## config.mk

```make
export PLATFORM = sky130hd
export DESIGN_NAME = sonic_v1_15_eth_10g_lc_stream_arbiter
export DESIGN_NICKNAME = d
export VERILOG_FILES = /design/src/rtl/sonic_v1_15_eth_10g_lc_stream_arbiter.sv
export SDC_FILE = /design/constraint.sdc
export NUM_CORES = 1
export LEC_CHECK = 0
export CAP_MARGIN = 20
export CORE_UTILIZATION = 50
export CTS_BUF_LIST = sky130_fd_sc_hd__clkbuf_8
export CTS_CLUSTER_DIAMETER = 50
export CTS_CLUSTER_SIZE = 28
export DETAILED_ROUTE_END_ITERATION = 6
export DONT_BUFFER_PORTS = 1
export PLACE_DENSITY_LB_ADDON = 0.05
export SLEW_MARGIN = 25
export SYNTH_ARGS = -nofsm -noshare
export SYNTH_HDL_FRONTEND = slang
export SYNTH_SLANG_ARGS = --single-unit
```

## constraint.sdc

```tcl
create_clock -name clk -period 2.2 [get_ports clk]
set_clock_uncertainty 0.2 [all_clocks]
set_input_delay 0.33 -clock clk [delete_from_list [all_inputs] [get_ports clk]]
set_output_delay 0.33 -clock clk [all_outputs]
set_load 0.02 [all_outputs]
```

## src/rtl/sonic_v1_15_eth_10g_lc_stream_arbiter.sv

```systemverilog
// sonic_v1_15_eth_10g_lc_stream_arbiter
// Purpose     : packet-atomic round-robin merge of two beat streams onto one output stream.
// Latency     : 1 cycle from input accept to out_*; one idle arbitration cycle per packet.
// Backpressure: out_ready low with a full output register drops the granted input's ready.
// Ports:
//   clk, reset_n                         clock, async active-low reset
//   in0_data/valid/endofpacket/ready     requester 0 beat stream
//   in1_data/valid/endofpacket/ready     requester 1 beat stream
//   out_data/valid/endofpacket/channel   registered merged stream, out_channel = source
//   out_ready                            downstream accept (ready latency 0)
//   pkt_cnt0, pkt_cnt1                   wrapping counts of packets accepted per input
module sonic_v1_15_eth_10g_lc_stream_arbiter #(
  parameter int DATA_W = 72,
  parameter int CNT_W  = 16
) (
  input  logic              clk,
  input  logic              reset_n,
  input  logic [DATA_W-1:0] in0_data,
  input  logic              in0_valid,
  input  logic              in0_endofpacket,
  output logic              in0_ready,
  input  logic [DATA_W-1:0] in1_data,
  input  logic              in1_valid,
  input  logic              in1_endofpacket,
  output logic              in1_ready,
  output logic [DATA_W-1:0] out_data,
  output logic              out_valid,
  output logic              out_endofpacket,
  output logic              out_channel,
  input  logic              out_ready,
  output logic [CNT_W-1:0]  pkt_cnt0,
  output logic [CNT_W-1:0]  pkt_cnt1
);

  localparam logic [1:0] IDLE   = 2'd0;
  localparam logic [1:0] GRANT0 = 2'd1;
  localparam logic [1:0] GRANT1 = 2'd2;

  logic [1:0] state;
  logic       last_grant;   // input that finished the most recent packet
  logic       out_free;     // output register can take a beat this cycle
  logic       acc0;
  logic       acc1;

  // Ready depends only on state and the output register, never on in*_valid,
  // so no valid-to-output combinational path exists.
  assign out_free  = !out_valid || out_ready;
  assign in0_ready = (state == GRANT0) && out_free;
  assign in1_ready = (state == GRANT1) && out_free;
  assign acc0      = in0_valid && in0_ready;
  assign acc1      = in1_valid && in1_ready;

  // Grant is held until the owner's endofpacket beat is accepted, then the
  // FSM returns to IDLE for one arbitration cycle.
  always_ff @(posedge clk or negedge reset_n) begin
    if (!reset_n) begin
      state      <= IDLE;
      last_grant <= 1'b1;
    end else begin
      case (state)
        IDLE: begin
          if (in0_valid && in1_valid) begin
            state <= last_grant ? GRANT0 : GRANT1;
          end else if (in0_valid) begin
            state <= GRANT0;
          end else if (in1_valid) begin
            state <= GRANT1;
          end
        end
        GRANT0: begin
          if (acc0 && in0_endofpacket) begin
            state      <= IDLE;
            last_grant <= 1'b0;
          end
        end
        GRANT1: begin
          if (acc1 && in1_endofpacket) begin
            state      <= IDLE;
            last_grant <= 1'b1;
          end
        end
        default: state <= IDLE;
      endcase
    end
  end

  // Single output register; payload is left untouched when a beat drains so
  // fields stay stable whenever out_valid is held under backpressure.
  always_ff @(posedge clk or negedge reset_n) begin
    if (!reset_n) begin
      out_valid       <= 1'b0;
      out_data        <= '0;
      out_endofpacket <= 1'b0;
      out_channel     <= 1'b0;
    end else if (acc0 || acc1) begin
      out_valid       <= 1'b1;
      out_data        <= acc1 ? in1_data : in0_data;
      out_endofpacket <= acc1 ? in1_endofpacket : in0_endofpacket;
      out_channel     <= acc1;
    end else if (out_ready) begin
      out_valid       <= 1'b0;
    end
  end

  // Counted at input acceptance of the last beat; wraps silently.
  always_ff @(posedge clk or negedge reset_n) begin
    if (!reset_n) begin
      pkt_cnt0 <= '0;
      pkt_cnt1 <= '0;
    end else begin
      if (acc0 && in0_endofpacket) pkt_cnt0 <= pkt_cnt0 + CNT_W'(1);
      if (acc1 && in1_endofpacket) pkt_cnt1 <= pkt_cnt1 + CNT_W'(1);
    end
  end

endmodule

```

==> impl_metrics.env, run 1 <==
export IMPL_die_w_um=101.7
export IMPL_seq_area_frac_synth_pct=55.43
export IMPL_gp_congestion=0.7938
export IMPL_numCtsBuffers=9
export IMPL_cts_max_path_buffers=2
export IMPL_synthTopCellsByArea="dfrtp_1, a21oi_1, nand2_1"
export IMPL_start_util_pct=51.30
export IMPL_ys_ff_latch=110
export IMPL_synth_yosys_warnings=0
export IMPL_pin_count=260
export IMPL_outcome="stopped before the end"
export IMPL_io_buffer_count=0
export IMPL_stop_stage="clock tree synthesis (4_1_cts)"
export IMPL_ctsHoldBuffers=137
export IMPL_async_reset_ff_share_pct=100.0
export IMPL_cts_setup_buffers=0
export IMPL_stop_error="[ERROR RSZ-0060] Max buffer count reached."
export IMPL_netlist_instances=556
export IMPL_num_rows=36
export IMPL_ctsResizeCount=0
export IMPL_htree_levels=3
export IMPL_synth_top_cells_by_count="a21oi_1, dfrtp_1, nand2_1"
export IMPL_synth_top_cell_area_share_pct=54.90
export IMPL_hpwl_um=8596
export IMPL_cts_root_buf="clkbuf_8"
export IMPL_die_h_um=101.7
export IMPL_yosysTopAreaCell="dfrtp_1"
export IMPL_synth_main_ff_cell="dfrtp_1"
export IMPL_synth_nets=709
export IMPL_synth_most_common_cell="a21oi_1"
export IMPL_clock_sinks=110
export IMPL_ys_types=34
export IMPL_synth_edf_count=0
export IMPL_synth_area_mm2=0.004969
export IMPL_dpl_cell_area_mm2=0.005166
export IMPL_dpl_cell_count=667
export IMPL_avgSynthCellArea_um2=8.936
## stage by stage
| stage | hold slack (ns) | util [%] | setup slack (ns) |
|---|---|---|---|
| floorplan | -0.1656 | - | 0.2110 |
| global placement | -0.1637 | 53.35 | 0.2332 |
| detailed placement | -0.1636 | 53.35 | 0.1864 |
## logic make-up after synthesis
group,after synthesis,synth area share [%]
AND/OR/NAND/NOR,219,19.44
AO/OA/AOI/OAI,151,15.29
flip-flops,110,55.43
buffers and inverters,41,3.374
XOR/XNOR,30,5.288
multiplexers,3,0.6799
adder cells (fa/ha/maj),2,0.5036
==> run 2, diff against run 1 <==
- CORE_UTILIZATION: 50 -> 35
- CTS_BUF_LIST: sky130_fd_sc_hd__clkbuf_8 -> unset
- CTS_CLUSTER_DIAMETER: 50 -> unset
- CTS_CLUSTER_SIZE: 28 -> unset
- PLACE_DENSITY_LB_ADDON: 0.05 -> 0.15
==> impl_metrics.env, run 2 <==
export IMPL_diodes=0
export IMPL_cts_setup_buffers=0
export IMPL_wl_per_cell_um=17.38
export IMPL_grt_busiest_layer="met2"
export IMPL_drv_slew=0
export IMPL_htree_levels=3
export IMPL_regMostFlops="out_data"
export IMPL_setup_violations=0
export IMPL_synth_edf_count=0
export IMPL_internal_power_w=0.004916
export IMPL_ys_types=34
export IMPL_synth_compound_area_share_pct=15.29
export IMPL_dpl_cell_area_mm2=0.005233
export IMPL_postLayoutSetupSlackWorst_ns=0.1808
export IMPL_cts_tree="built"
export IMPL_tns_ns=0
export IMPL_maxSlewHeadroom_pct=70.13
export IMPL_power_frac_seq_pct=51.8
export IMPL_pwr_share_comb_pct=27.8
export IMPL_max_vdd_ir_drop_v=0.0005881
export IMPL_grt_use_met1_pct=23.61
export IMPL_largest_reg_flops=72
export IMPL_grt_max_degree=111
export IMPL_min_period_ns=2.019
export IMPL_synth_top_family_by_area="simple AND/OR/NAND/NOR gates"
export IMPL_antenna_found_initial=0
export IMPL_vias_per_cell=5.338
export IMPL_worst_pin_slew_ns=0.4464
export IMPL_cp_max_fo=7
export IMPL_r2r_start="state[1]$_DFFE_PN0P_"
export IMPL_postLayoutCellArea_mm2=0.006920
export IMPL_cts_max_path_buffers=2
export IMPL_violations="negative hold slack"
export IMPL_switchingPower_w=0.003696
export IMPL_synth_top_cells_by_count="a21oi_1, dfrtp_1, nand2_1"
export IMPL_rsz0062_at_grt="false"
export IMPL_fill_cells=1231
export IMPL_numCtsBuffers=9
export IMPL_synth_yosys_warnings=0
export IMPL_end_kind="register"
export IMPL_p_clk_share_pct=20.4
export IMPL_synth_most_common_cell="a21oi_1"
export IMPL_startpoint="state[1]$_DFFE_PN0P_"
export IMPL_nNetsFinal=836
export IMPL_wl_um=15090
export IMPL_hold_path_class="primary input to asynchronous set/reset pin"
export IMPL_power_density_mw_per_mm2=1244
export IMPL_cp_arrival_ns=2.09
export IMPL_p_leak_nw=3.083
export IMPL_p_sw_share_pct=42.92
export IMPL_yosys_area_share_simple_pct=19.44
export IMPL_preCtsSetupSlack_ns=0.1816
export IMPL_hold_ws_ns=-0.5342
export IMPL_final_layout_size_suffix_gt1_share_pct=6.250
export IMPL_grt_pass1_wl_um=23630
export IMPL_synth_area_mux_share_pct=0.6799
export IMPL_p_total_w=0.008611
export IMPL_start_util_pct=35.79
export IMPL_synth_area_mm2=0.004969
export IMPL_groute_layer_met2_usage_pct=34.50
export IMPL_coreArea_mm2=0.01388
export IMPL_area_growth_syn_to_layout_pct=39.28
export IMPL_track_usage_pct=20.51
export IMPL_outcome="finished with violations"
export IMPL_timing_final_crit_share_pct=91.78
export IMPL_seq_area_frac_synth_pct=55.43
export IMPL_cp_cell_sequence="nand2b_1 > or4_1 > nor4_2 > xor2_1"
export IMPL_hold_viol=110
export IMPL_gp_congestion=0.7964
export IMPL_hpwl_um=8914
export IMPL_synth_top_cell_area_share_pct=54.90
export IMPL_async_reset_ff_share_pct=100.0
export IMPL_clk_pin_slew_ns=0.07
export IMPL_reg_largest_list="out_data (72), pkt_cnt0 (16), pkt_cnt1 (16)"
export IMPL_io_buffer_count=0
export IMPL_max_cap_violations=0
export IMPL_path_class="register to register"
export IMPL_clock_sinks=110
export IMPL_cpMaxStageDelayCell="or4_1"
export IMPL_start_kind="register"
export IMPL_mostFrequentLayoutCell="a21oi_1"
export IMPL_die_area_mm2=0.01468
export IMPL_yosysTopAreaCell="dfrtp_1"
export IMPL_drt_initial_drc_count=255
export IMPL_required_ns=2.28
export IMPL_clk_latency_ns=0.35
export IMPL_fmax_mhz=495.2
export IMPL_ctsResizeCount=0
export IMPL_grt_use_met3_pct=5.357
export IMPL_final_cell_mix="a21oi_1, dlygate4sd3_1, dfrtp_1"
export IMPL_grt_overflow_total=0
export IMPL_drc=0
export IMPL_synth_nets=709
export IMPL_synth_main_ff_cell="dfrtp_1"
export IMPL_antenna_left=0
export IMPL_ys_ff_latch=110
export IMPL_grt_pass1_vias=4799
export IMPL_num_rows=43
export IMPL_netlist_instances=556
export IMPL_avgSynthCellArea_um2=8.936
export IMPL_die_h_um=121.1
export IMPL_cts_root_buf="clkbuf_16"
export IMPL_dr_pass1_iters=5
export IMPL_synth_fa_ha_area_share_pct=0.5037
export IMPL_synthTopCellsByArea="dfrtp_1, a21oi_1, nand2_1"
export IMPL_die_w_um=121.1
export IMPL_crit_path_max_incr_delay_ns=0.69
export IMPL_synth_xor_area_share_pct=5.288
export IMPL_pin_count=260
export IMPL_vias=4633
export IMPL_ctsHoldBuffers=137
## run 2: critical path: cells and delay by family, from the launching register on
family	cells	cell delay, ns
simple gates	3	1.13
xor+xnor	1	0.18
flops	1	0.44
## run 2: final cells by class
cell class              count  area [um^2]  share of cell area, %
clock buffers              12        246.5                  3.562
flip-flops and latches    110         2754                  39.79
well taps                 180        225.2                  3.254
clock inverters             4        70.07                  1.012
multi-input cells         405         2059                  29.76
repair buffers            152         1546                  22.35
inverters                   5        18.77                 0.2712
## run 2: worst paths after layout
kind	endpoint	slack [ns]	depth (start not counted)
min in group clk	out_data[8]$_DFFE_PN0P_	0.01	2
hold / removal	pkt_cnt0[13]$_DFFE_PN0P_	-0.53	0
max in group asynchronous	last_grant$_DFFE_PN1P_	2.15	0
setup / recovery	pkt_cnt0[15]$_DFFE_PN0P_	0.18	4
hold reg to reg	last_grant$_DFFE_PN1P_	0.31	2
setup reg to reg	pkt_cnt0[15]$_DFFE_PN0P_	0.18	4
## run 2: cells by family (layout without fill, tap and decap cells)
logic type,after synthesis,count (layout)
AND/OR/NAND/NOR,219,219
AO/OA/AOI/OAI,151,151
flip-flops,110,110
buffers and inverters,41,173
XOR/XNOR,30,30
multiplexers,3,3
adder cells (fa/ha/maj),2,2
## run 2: power by group through the flow
| stage | clock network (W) | logic (W) | registers [W] |
|---|---|---|---|
| 2_1_floorplan | 0 | 0.00156 | 0.00428 |
| 3_3_place_gp | 0 | 0.00207 | 0.00447 |
| 3_5_place_dp | 0 | 0.00218 | 0.00444 |
| 5_1_grt | 0.00188 | 0.00273 | 0.00454 |
| 6_report | 0.00175 | 0.00240 | 0.00446 |
| 4_1_cts | 0.00181 | 0.00235 | 0.00443 |
## run 2: through the flow
step | util, % | hold slack [ns] | std cells
after floorplan | - | -0.1656 | 556
after global placement | 37.70 | -0.1632 | 715
after detailed placement | 37.70 | -0.1631 | 715
after CTS | 49.86 | -0.5464 | 868
after global routing | 49.86 | -0.5560 | 868
final | 49.86 | -0.5342 | 868
## run 2: routing by layer
layer | share of wire, % | up-vias
met1 | 39 | 2252
met4 | 3.8 | 0
met2 | 50 | 236
li1 | - | 2103
met5 | 0 | -
met3 | 7.1 | 42
No activity file was read; power rests on OpenSTA's default activity.
